==> src/rtl/jump_redirect_ctrl_pkg.sv <==
// Shared types and constants for the jal/jalr redirect controller.
package jump_redirect_ctrl_pkg;

    typedef enum logic [1:0] {
        IDLE     = 2'd0,
        WAIT_RS1 = 2'd1,
        REDIRECT = 2'd2,
        FLUSH    = 2'd3
    } jr_state_t;

    localparam int FLUSH_CYCLES_MIN = 1;
    localparam int FLUSH_CYCLES_MAX = 15;
    localparam int CNT_W            = 4;
    localparam int LINK_OFFSET      = 4;

endpackage

==> src/rtl/jump_redirect_ctrl_if.sv <==
// ID-stage jump flags/operands in, PC redirect / flush / link controls out.
interface jump_redirect_ctrl_if #(
    parameter int XLEN = 32
);
    logic            jal_in;
    logic            jalr_in;
    logic [XLEN-1:0] pc_id;
    logic [XLEN-1:0] imm_id;
    logic [XLEN-1:0] rs1_val;
    logic            rs1_ready;
    logic            pc_redirect;
    logic [XLEN-1:0] pc_target;
    logic            flush_ir;
    logic            stall_if;
    logic [XLEN-1:0] link_val;
    logic            link_we;
    logic            misalign_err;

    modport master (
        output jal_in, jalr_in, pc_id, imm_id, rs1_val, rs1_ready,
        input  pc_redirect, pc_target, flush_ir, stall_if, link_val, link_we, misalign_err
    );

    modport slave (
        input  jal_in, jalr_in, pc_id, imm_id, rs1_val, rs1_ready,
        output pc_redirect, pc_target, flush_ir, stall_if, link_val, link_we, misalign_err
    );
endinterface

==> src/rtl/jump_redirect_ctrl_jump_target_calc.sv <==
// Combinational jump target / link computation with jalr bit0 clear and alignment check.
module jump_target_calc
    import jump_redirect_ctrl_pkg::*;
#(
    parameter int XLEN = 32
) (
    input  logic            is_jalr,
    input  logic [XLEN-1:0] pc_id,
    input  logic [XLEN-1:0] imm_id,
    input  logic [XLEN-1:0] rs1_val,
    output logic [XLEN-1:0] target,
    output logic [XLEN-1:0] link,
    output logic            misaligned
);
    logic [XLEN-1:0] sum;

    assign sum        = (is_jalr ? rs1_val : pc_id) + imm_id;
    assign target     = is_jalr ? {sum[XLEN-1:1], 1'b0} : sum;
    // Bit 0 is always clear for jalr; bit 1 alone decides 4-byte alignment.
    assign misaligned = target[1];
    assign link       = pc_id + XLEN'(LINK_OFFSET);
endmodule

==> src/rtl/jump_redirect_ctrl.sv <==
// Issues one PC redirect per jal/jalr, then flushes; stalls fetch while a jalr base is pending.
//
//   state    | meaning
//   IDLE     | waiting for a jal/jalr flag from the ID flag register
//   WAIT_RS1 | jalr accepted, rs1 not yet forwarded; fetch stalled
//   REDIRECT | pc_redirect/link_we pulse, first flush cycle
//   FLUSH    | remaining flush cycles, down-counter running
module jump_redirect_ctrl
    import jump_redirect_ctrl_pkg::*;
#(
    parameter int XLEN         = 32,
    parameter int FLUSH_CYCLES = 1
) (
    input  logic                 clk,
    input  logic                 rst_n,
    jump_redirect_ctrl_if.slave  bus
);
    localparam int FC = (FLUSH_CYCLES < FLUSH_CYCLES_MIN) ? FLUSH_CYCLES_MIN :
                        (FLUSH_CYCLES > FLUSH_CYCLES_MAX) ? FLUSH_CYCLES_MAX : FLUSH_CYCLES;

    jr_state_t        state;
    logic [CNT_W-1:0] flush_cnt;
    logic [XLEN-1:0]  target;
    logic [XLEN-1:0]  link;
    logic             misaligned;
    logic             is_jalr;
    logic             capture;

    logic             pc_redirect_q;
    logic [XLEN-1:0]  pc_target_q;
    logic             flush_ir_q;
    logic [XLEN-1:0]  link_val_q;
    logic             link_we_q;
    logic             misalign_err_q;

    // In WAIT_RS1 the held instruction is the jalr; otherwise jal takes priority.
    assign is_jalr = (state == WAIT_RS1) || !bus.jal_in;
    assign capture = ((state == IDLE) && (bus.jal_in || (bus.jalr_in && bus.rs1_ready))) ||
                     ((state == WAIT_RS1) && bus.rs1_ready);

    jump_target_calc #(.XLEN(XLEN)) u_calc (
        .is_jalr    (is_jalr),
        .pc_id      (bus.pc_id),
        .imm_id     (bus.imm_id),
        .rs1_val    (bus.rs1_val),
        .target     (target),
        .link       (link),
        .misaligned (misaligned)
    );

    always_ff @(posedge clk or negedge rst_n) begin
        if (!rst_n) begin
            state          <= IDLE;
            flush_cnt      <= '0;
            pc_redirect_q  <= 1'b0;
            pc_target_q    <= '0;
            flush_ir_q     <= 1'b0;
            link_val_q     <= '0;
            link_we_q      <= 1'b0;
            misalign_err_q <= 1'b0;
        end else begin
            pc_redirect_q  <= 1'b0;
            link_we_q      <= 1'b0;
            misalign_err_q <= 1'b0;
            if (capture) begin
                pc_target_q <= target;
                link_val_q  <= link;
                if (misaligned) begin
                    misalign_err_q <= 1'b1;
                    state          <= IDLE;
                end else begin
                    pc_redirect_q <= 1'b1;
                    link_we_q     <= 1'b1;
                    flush_ir_q    <= 1'b1;
                    state         <= REDIRECT;
                end
            end else begin
                case (state)
                    IDLE: begin
                        if (bus.jalr_in) state <= WAIT_RS1;
                    end
                    WAIT_RS1: begin
                        state <= WAIT_RS1;
                    end
                    REDIRECT: begin
                        if (FC > 1) begin
                            state     <= FLUSH;
                            flush_cnt <= CNT_W'(FC - 1);
                        end else begin
                            state      <= IDLE;
                            flush_ir_q <= 1'b0;
                        end
                    end
                    FLUSH: begin
                        if (flush_cnt <= CNT_W'(1)) begin
                            state      <= IDLE;
                            flush_ir_q <= 1'b0;
                        end else begin
                            flush_cnt <= flush_cnt - CNT_W'(1);
                        end
                    end
                    default: state <= IDLE;
                endcase
            end
        end
    end

    assign bus.stall_if     = (state == WAIT_RS1);
    assign bus.pc_redirect  = pc_redirect_q;
    assign bus.pc_target    = pc_target_q;
    assign bus.flush_ir     = flush_ir_q;
    assign bus.link_val     = link_val_q;
    assign bus.link_we      = link_we_q;
    assign bus.misalign_err = misalign_err_q;
endmodule

==> src/flat_wrapper.sv <==
// flat-port wrapper written by rule: the top's interface ports become plain ports
module jump_redirect_ctrl_flat import jump_redirect_ctrl_pkg::*;
#(
    parameter int XLEN         = 32,
    parameter int FLUSH_CYCLES = 1
)
  (clk, rst_n, bus_jal_in, bus_jalr_in, bus_pc_id, bus_imm_id, bus_rs1_val, bus_rs1_ready, bus_pc_redirect, bus_pc_target, bus_flush_ir, bus_stall_if, bus_link_val, bus_link_we, bus_misalign_err);
  jump_redirect_ctrl_if #(.XLEN(XLEN)) bus_i ();
  input  logic clk;
  input  logic rst_n;
  input wire logic [$bits(bus_i.jal_in)-1:0] bus_jal_in;
  input wire logic [$bits(bus_i.jalr_in)-1:0] bus_jalr_in;
  input wire logic [$bits(bus_i.pc_id)-1:0] bus_pc_id;
  input wire logic [$bits(bus_i.imm_id)-1:0] bus_imm_id;
  input wire logic [$bits(bus_i.rs1_val)-1:0] bus_rs1_val;
  input wire logic [$bits(bus_i.rs1_ready)-1:0] bus_rs1_ready;
  output wire logic [$bits(bus_i.pc_redirect)-1:0] bus_pc_redirect;
  output wire logic [$bits(bus_i.pc_target)-1:0] bus_pc_target;
  output wire logic [$bits(bus_i.flush_ir)-1:0] bus_flush_ir;
  output wire logic [$bits(bus_i.stall_if)-1:0] bus_stall_if;
  output wire logic [$bits(bus_i.link_val)-1:0] bus_link_val;
  output wire logic [$bits(bus_i.link_we)-1:0] bus_link_we;
  output wire logic [$bits(bus_i.misalign_err)-1:0] bus_misalign_err;
  assign bus_i.jal_in = bus_jal_in;
  assign bus_i.jalr_in = bus_jalr_in;
  assign bus_i.pc_id = bus_pc_id;
  assign bus_i.imm_id = bus_imm_id;
  assign bus_i.rs1_val = bus_rs1_val;
  assign bus_i.rs1_ready = bus_rs1_ready;
  assign bus_pc_redirect = bus_i.pc_redirect;
  assign bus_pc_target = bus_i.pc_target;
  assign bus_flush_ir = bus_i.flush_ir;
  assign bus_stall_if = bus_i.stall_if;
  assign bus_link_val = bus_i.link_val;
  assign bus_link_we = bus_i.link_we;
  assign bus_misalign_err = bus_i.misalign_err;
  jump_redirect_ctrl #(.XLEN(XLEN), .FLUSH_CYCLES(FLUSH_CYCLES)) u_core (.clk(clk), .rst_n(rst_n), .bus(bus_i));
endmodule
==> config.mk <==
export PLATFORM = sky130hd
export DESIGN_NAME = jump_redirect_ctrl_flat
export DESIGN_NICKNAME = d
export VERILOG_FILES = /design/src/rtl/jump_redirect_ctrl_pkg.sv /design/src/rtl/jump_redirect_ctrl_if.sv /design/src/rtl/jump_redirect_ctrl_jump_target_calc.sv /design/src/rtl/jump_redirect_ctrl.sv /design/src/flat_wrapper.sv
export SDC_FILE = /design/constraint.sdc
export NUM_CORES = 1
export LEC_CHECK = 0
export CAP_MARGIN = 20
export CORE_UTILIZATION = 45
export CTS_CLUSTER_DIAMETER = 60
export DETAILED_ROUTE_END_ITERATION = 7
export GPL_TIMING_DRIVEN = 1
export PLACE_DENSITY_LB_ADDON = 0.08
export SLEW_MARGIN = 5
export SYNTH_ARGS = -nofsm -noshare
export SYNTH_HDL_FRONTEND = slang
export SYNTH_SLANG_ARGS = --single-unit
==> constraint.sdc <==
create_clock -name clk -period 4.4 [get_ports clk]
set_clock_uncertainty 0.2 [all_clocks]
set_input_delay 0.66 -clock clk [delete_from_list [all_inputs] [get_ports clk]]
set_output_delay 0.66 -clock clk [all_outputs]
set_load 0.01 [all_outputs]
==> results of run 1 <==
## metrics by stage
step | std cells | utilization | power, W
after floorplan | 631 | - | 0.002372
after global placement | 923 | 0.6059 | 0.003337
after global routing | 939 | 0.6326 | 0.004463
after CTS | 939 | 0.6326 | 0.004194
final | 939 | 0.6326 | 0.004168
after detailed placement | 923 | 0.6059 | 0.003368
## report_power, final
group,switching [W],internal [W],total [W]
clock network,0.000307,0.000496,0.000803
logic,0.00110,0.00110,0.00220
registers,0.000179,0.000986,0.00116
## cell usage after synthesis, drive strengths merged (4+ instances only)
cell	instances	area share
nand3	19	0.018
nand4	13	0.016
nor4	4	0.0045
inv	12	0.0082
a211oi	5	0.0091
mux2i	4	0.0073
o211ai	5	0.0077
ha	37	0.084
and3	12	0.015
nand2	105	0.072
xor2	31	0.049
o21ai	73	0.067
nor2	34	0.023
mux2	31	0.063
clkbuf	10	0.0068
o31ai	5	0.0077
buf	22	0.030
and4	4	0.0064
xnor2	21	0.033
dfrtp	73	0.33
o21a	6	0.0084
a21o	20	0.027
nand2b	10	0.011
a21oi	40	0.037
## area by class of cell
class	count	share of cell area
Multi-Input combinational cell	514	0.4549
Sequential cell	73	0.2414
Timing Repair Buffer	177	0.2312
Clock buffer	9	0.02976
Tap cell	147	0.02431
Clock inverter	7	0.01257
Inverter	12	0.005952
## flip-flops by register name, summed over array words and instances, names as in the netlist
register,cells
u_core.state,2
u_core.bus.pc_target,32
u_core.bus.misalign_err,1
u_core.flush_cnt,4
u_core.bus.link_val,32
u_core.bus.flush_ir,1
u_core.bus.link_we,1
## worst max path at each step
stage / startpoint / to / slack [ns] / cells after the start
finish: bus_jal_in / u_core.bus.pc_target[30]$_DFFE_PN0N_ / 0.64 / 13
global route: bus_jal_in / u_core.bus.pc_target[30]$_DFFE_PN0N_ / 0.40 / 13
CTS: bus_jal_in / u_core.bus.pc_target[30]$_DFFE_PN0N_ / 0.64 / 12
detailed placement: bus_jal_in / u_core.bus.pc_target[30]$_DFFE_PN0N_ / 0.28 / 13
global placement: bus_jal_in / u_core.bus.pc_target[30]$_DFFE_PN0N_ / 0.33 / 12
floorplan: bus_jal_in / u_core.bus.pc_target[24]$_DFFE_PN0N_ / 0.76 / 13
## logic make-up after synthesis
family | after synthesis
muxes | 35
DFF | 73
buffers and inverters | 44
AOI/OAI and AO/OA | 175
xor gates and xnor gates | 52
and+or+nand+nor | 214
adders and majority gates | 38
## critical path, cell delays in order
cell             delay [ns]
clkdlybuf4s50_1        0.51
nand2_1                0.11
buf_4                  0.20
mux2_2                 0.25
inv_1                  0.05
fa_1                   0.42
nand2b_1               0.18
a21o_1                 0.20
a211o_2                0.34
and3b_1                0.23
nor4_1                 0.41
o21ai_0                0.12
o311ai_0               0.10
## cell usage in the layout, fill, tap and decap left out, types with 5 or more instances in the layout
master	count
nand3_1	18
nor2_1	34
a21o_1	18
buf_4	9
clkdlybuf4s50_1	168
clkbuf_16	9
nand4_1	12
xnor2_1	21
nand2_1	105
o21ai_0	66
and3_1	11
o21ai_1	6
o21a_1	5
nand2b_1	10
mux2_2	31
a21oi_1	39
dfrtp_1	73
ha_1	37
xor2_1	31
inv_1	12
## routing by layer
metal | track usage | vias up | share of wire
li1 | - | 2570 | -
met1 | 0.3864 | 2376 | 0.50
met2 | 0.4066 | 156 | 0.43
met3 | 0.03618 | 27 | 0.044
met4 | 0.1200 | 0 | 0.028
met5 | 0 | - | 0
==> results by group, run 1 <==
Route
  – First-pass iteration count of the detailed router: 5
  – Via count: just over 5k
  – DRC: 0
  – DR vias/cell: roughly 5.5
  – Avg WL per Cell: 17.46 um
  – Iter 0 DRT Violations: 391
  – DRT antenna net count: 0
  – Routed wire length: 16400 um

Timing
  – Worst-case headroom to the max-slew limit: 0.3547
  – WHS: between 0.2 and 0.3 ns
  – FMAX: 0.2657 GHz
  – Worst-Margin Slew: 0.9680 ns
  – Period utilization: 0.8555
  – Hold violation count in the final report: 0
  – Setup Viol. Count Final: 0
  – Final min period: approximately 3.8 ns
  – RSZ-0062 raised after global routing: false
  – Final-report max-slew violation count: 0
  – Final WS setup: 0.6359 ns
  – Setup tns final: 0 ns

Synth
  – Simple-Gate Fraction of Synth Area: 0.1836
  – Post-synthesis sequential area ratio: 0.3317
  – Compound-cell area share of the yosys netlist: 0.1990
  – Synthesized instance count: 631
  – Synth async-reset ratio: 1.000
  – Post-synth EDFFs: 0
  – Warnings from Yosys: 0
  – Distinct cells, synth: 65
  – Post-Synth Adder-Cell Area: 0.08771
  – Post-synthesis register bit count: 73
  – Syn nets: 770
  – Mux cell area share after synthesis: 0.07067
  – Synth Area per Inst: between 8 and 9 um2
  – Post-synthesis xor/xnor area fraction: 0.08271
  – Mapped Area: around 5500 um2
  – Post-synth top flop: dfrtp_1
  – Main combinational cell family by area after synthesis: compound AO/OA/AOI/OAI gates

Die
  – Row count: 40
  – Top Ports: 170
  – Die ar.: approximately 13000 um2
  – Die H: approximately 110 um
  – Die width: 112.6 um
  – Core area: 11960 um2
  – Initial Util: 0.4604

Global routing
  – First-pass GRT wire length: 26350 um
  – Initial antenna violation count: 0
  – Largest net degree at the start of global routing: 93
  – Number of global-route vias before repair: 4994
  – GRT overflow: 0
  – GRT Util Overall: 0.2702

Finish
  – Fin area: 7567 um2
  – # fillers: 1012
  – # diodes: 0
  – Area grow syn2layout: 37.42%
  – Register area: around 1800 um2
  – Multi-input logic area: 3442 um2
  – Net count, final: 926
  – Share of cells above drive strength 1: 0.09091

Placement
  – Port Buffers: 169
  – HPWL Detailed: 12870 um
  – Placed Area: 7247 um2
  – Pre-CTS setup slack: 0.2848 ns
  – Routability cong.: 0.8958

Job
  – Maximum capacitance violations: 0

Min path
  – Worst hold path type: primary input to asynchronous set/reset pin

Worst setup path
  – R2R Path End: u_core.bus.pc_target[27]$_DFFE_PN0N_
  – Reg2reg setup slack: between 0.7 and 0.8 ns
  – CP Launch Type: primary input
  – Critical Path RT: 4.43 ns
  – CP arrival: ~3.8 ns
  – CP max FO: 11
  – CP Capture Type: flip-flop
  – Worst r2r src: u_core.state[1]$_DFFE_PN0P_
  – WS Path Type: primary input to flip-flop
  – FF-to-FF path depth: 12

Clock network
  – CTS tree: built
  – # H-tree levels: 3
  – CTS clk-pin slew, worst paths: around 0.060 ns
  – Clk_lat worst skew: 0.35 ns
  – Root buffer cell: clkbuf_16
  – CTS Buffer Depth: 2
  – CTS buffer count: 9
  – CTS Sinks: 73
  – Cts hold-fix bufs: 0
  – Number of setup buffers added after CTS: 0
  – # resized after CTS: 0

Power
  – Leakage: around 3.2 nW
  – PwrDens: 550.8 nW/um2
  – Worst vdd ir: 278.2 uV

Outcome
  – Status: complete, no violations
Note: power is estimated with default switching activity, not from simulation.
==> run 2: changes to the inputs <==
--- a/config.mk
+++ b/config.mk
@@ -7,7 +7,7 @@
 export LEC_CHECK = 0
 export CAP_MARGIN = 20
 export CORE_UTILIZATION = 45
-export CTS_CLUSTER_DIAMETER = 60
+export CTS_CLUSTER_DIAMETER = 40
 export DETAILED_ROUTE_END_ITERATION = 7
 export GPL_TIMING_DRIVEN = 1
 export PLACE_DENSITY_LB_ADDON = 0.08
==> results of run 2 <==
No change in the layout: final DEF, timing and power equal those of run 1.
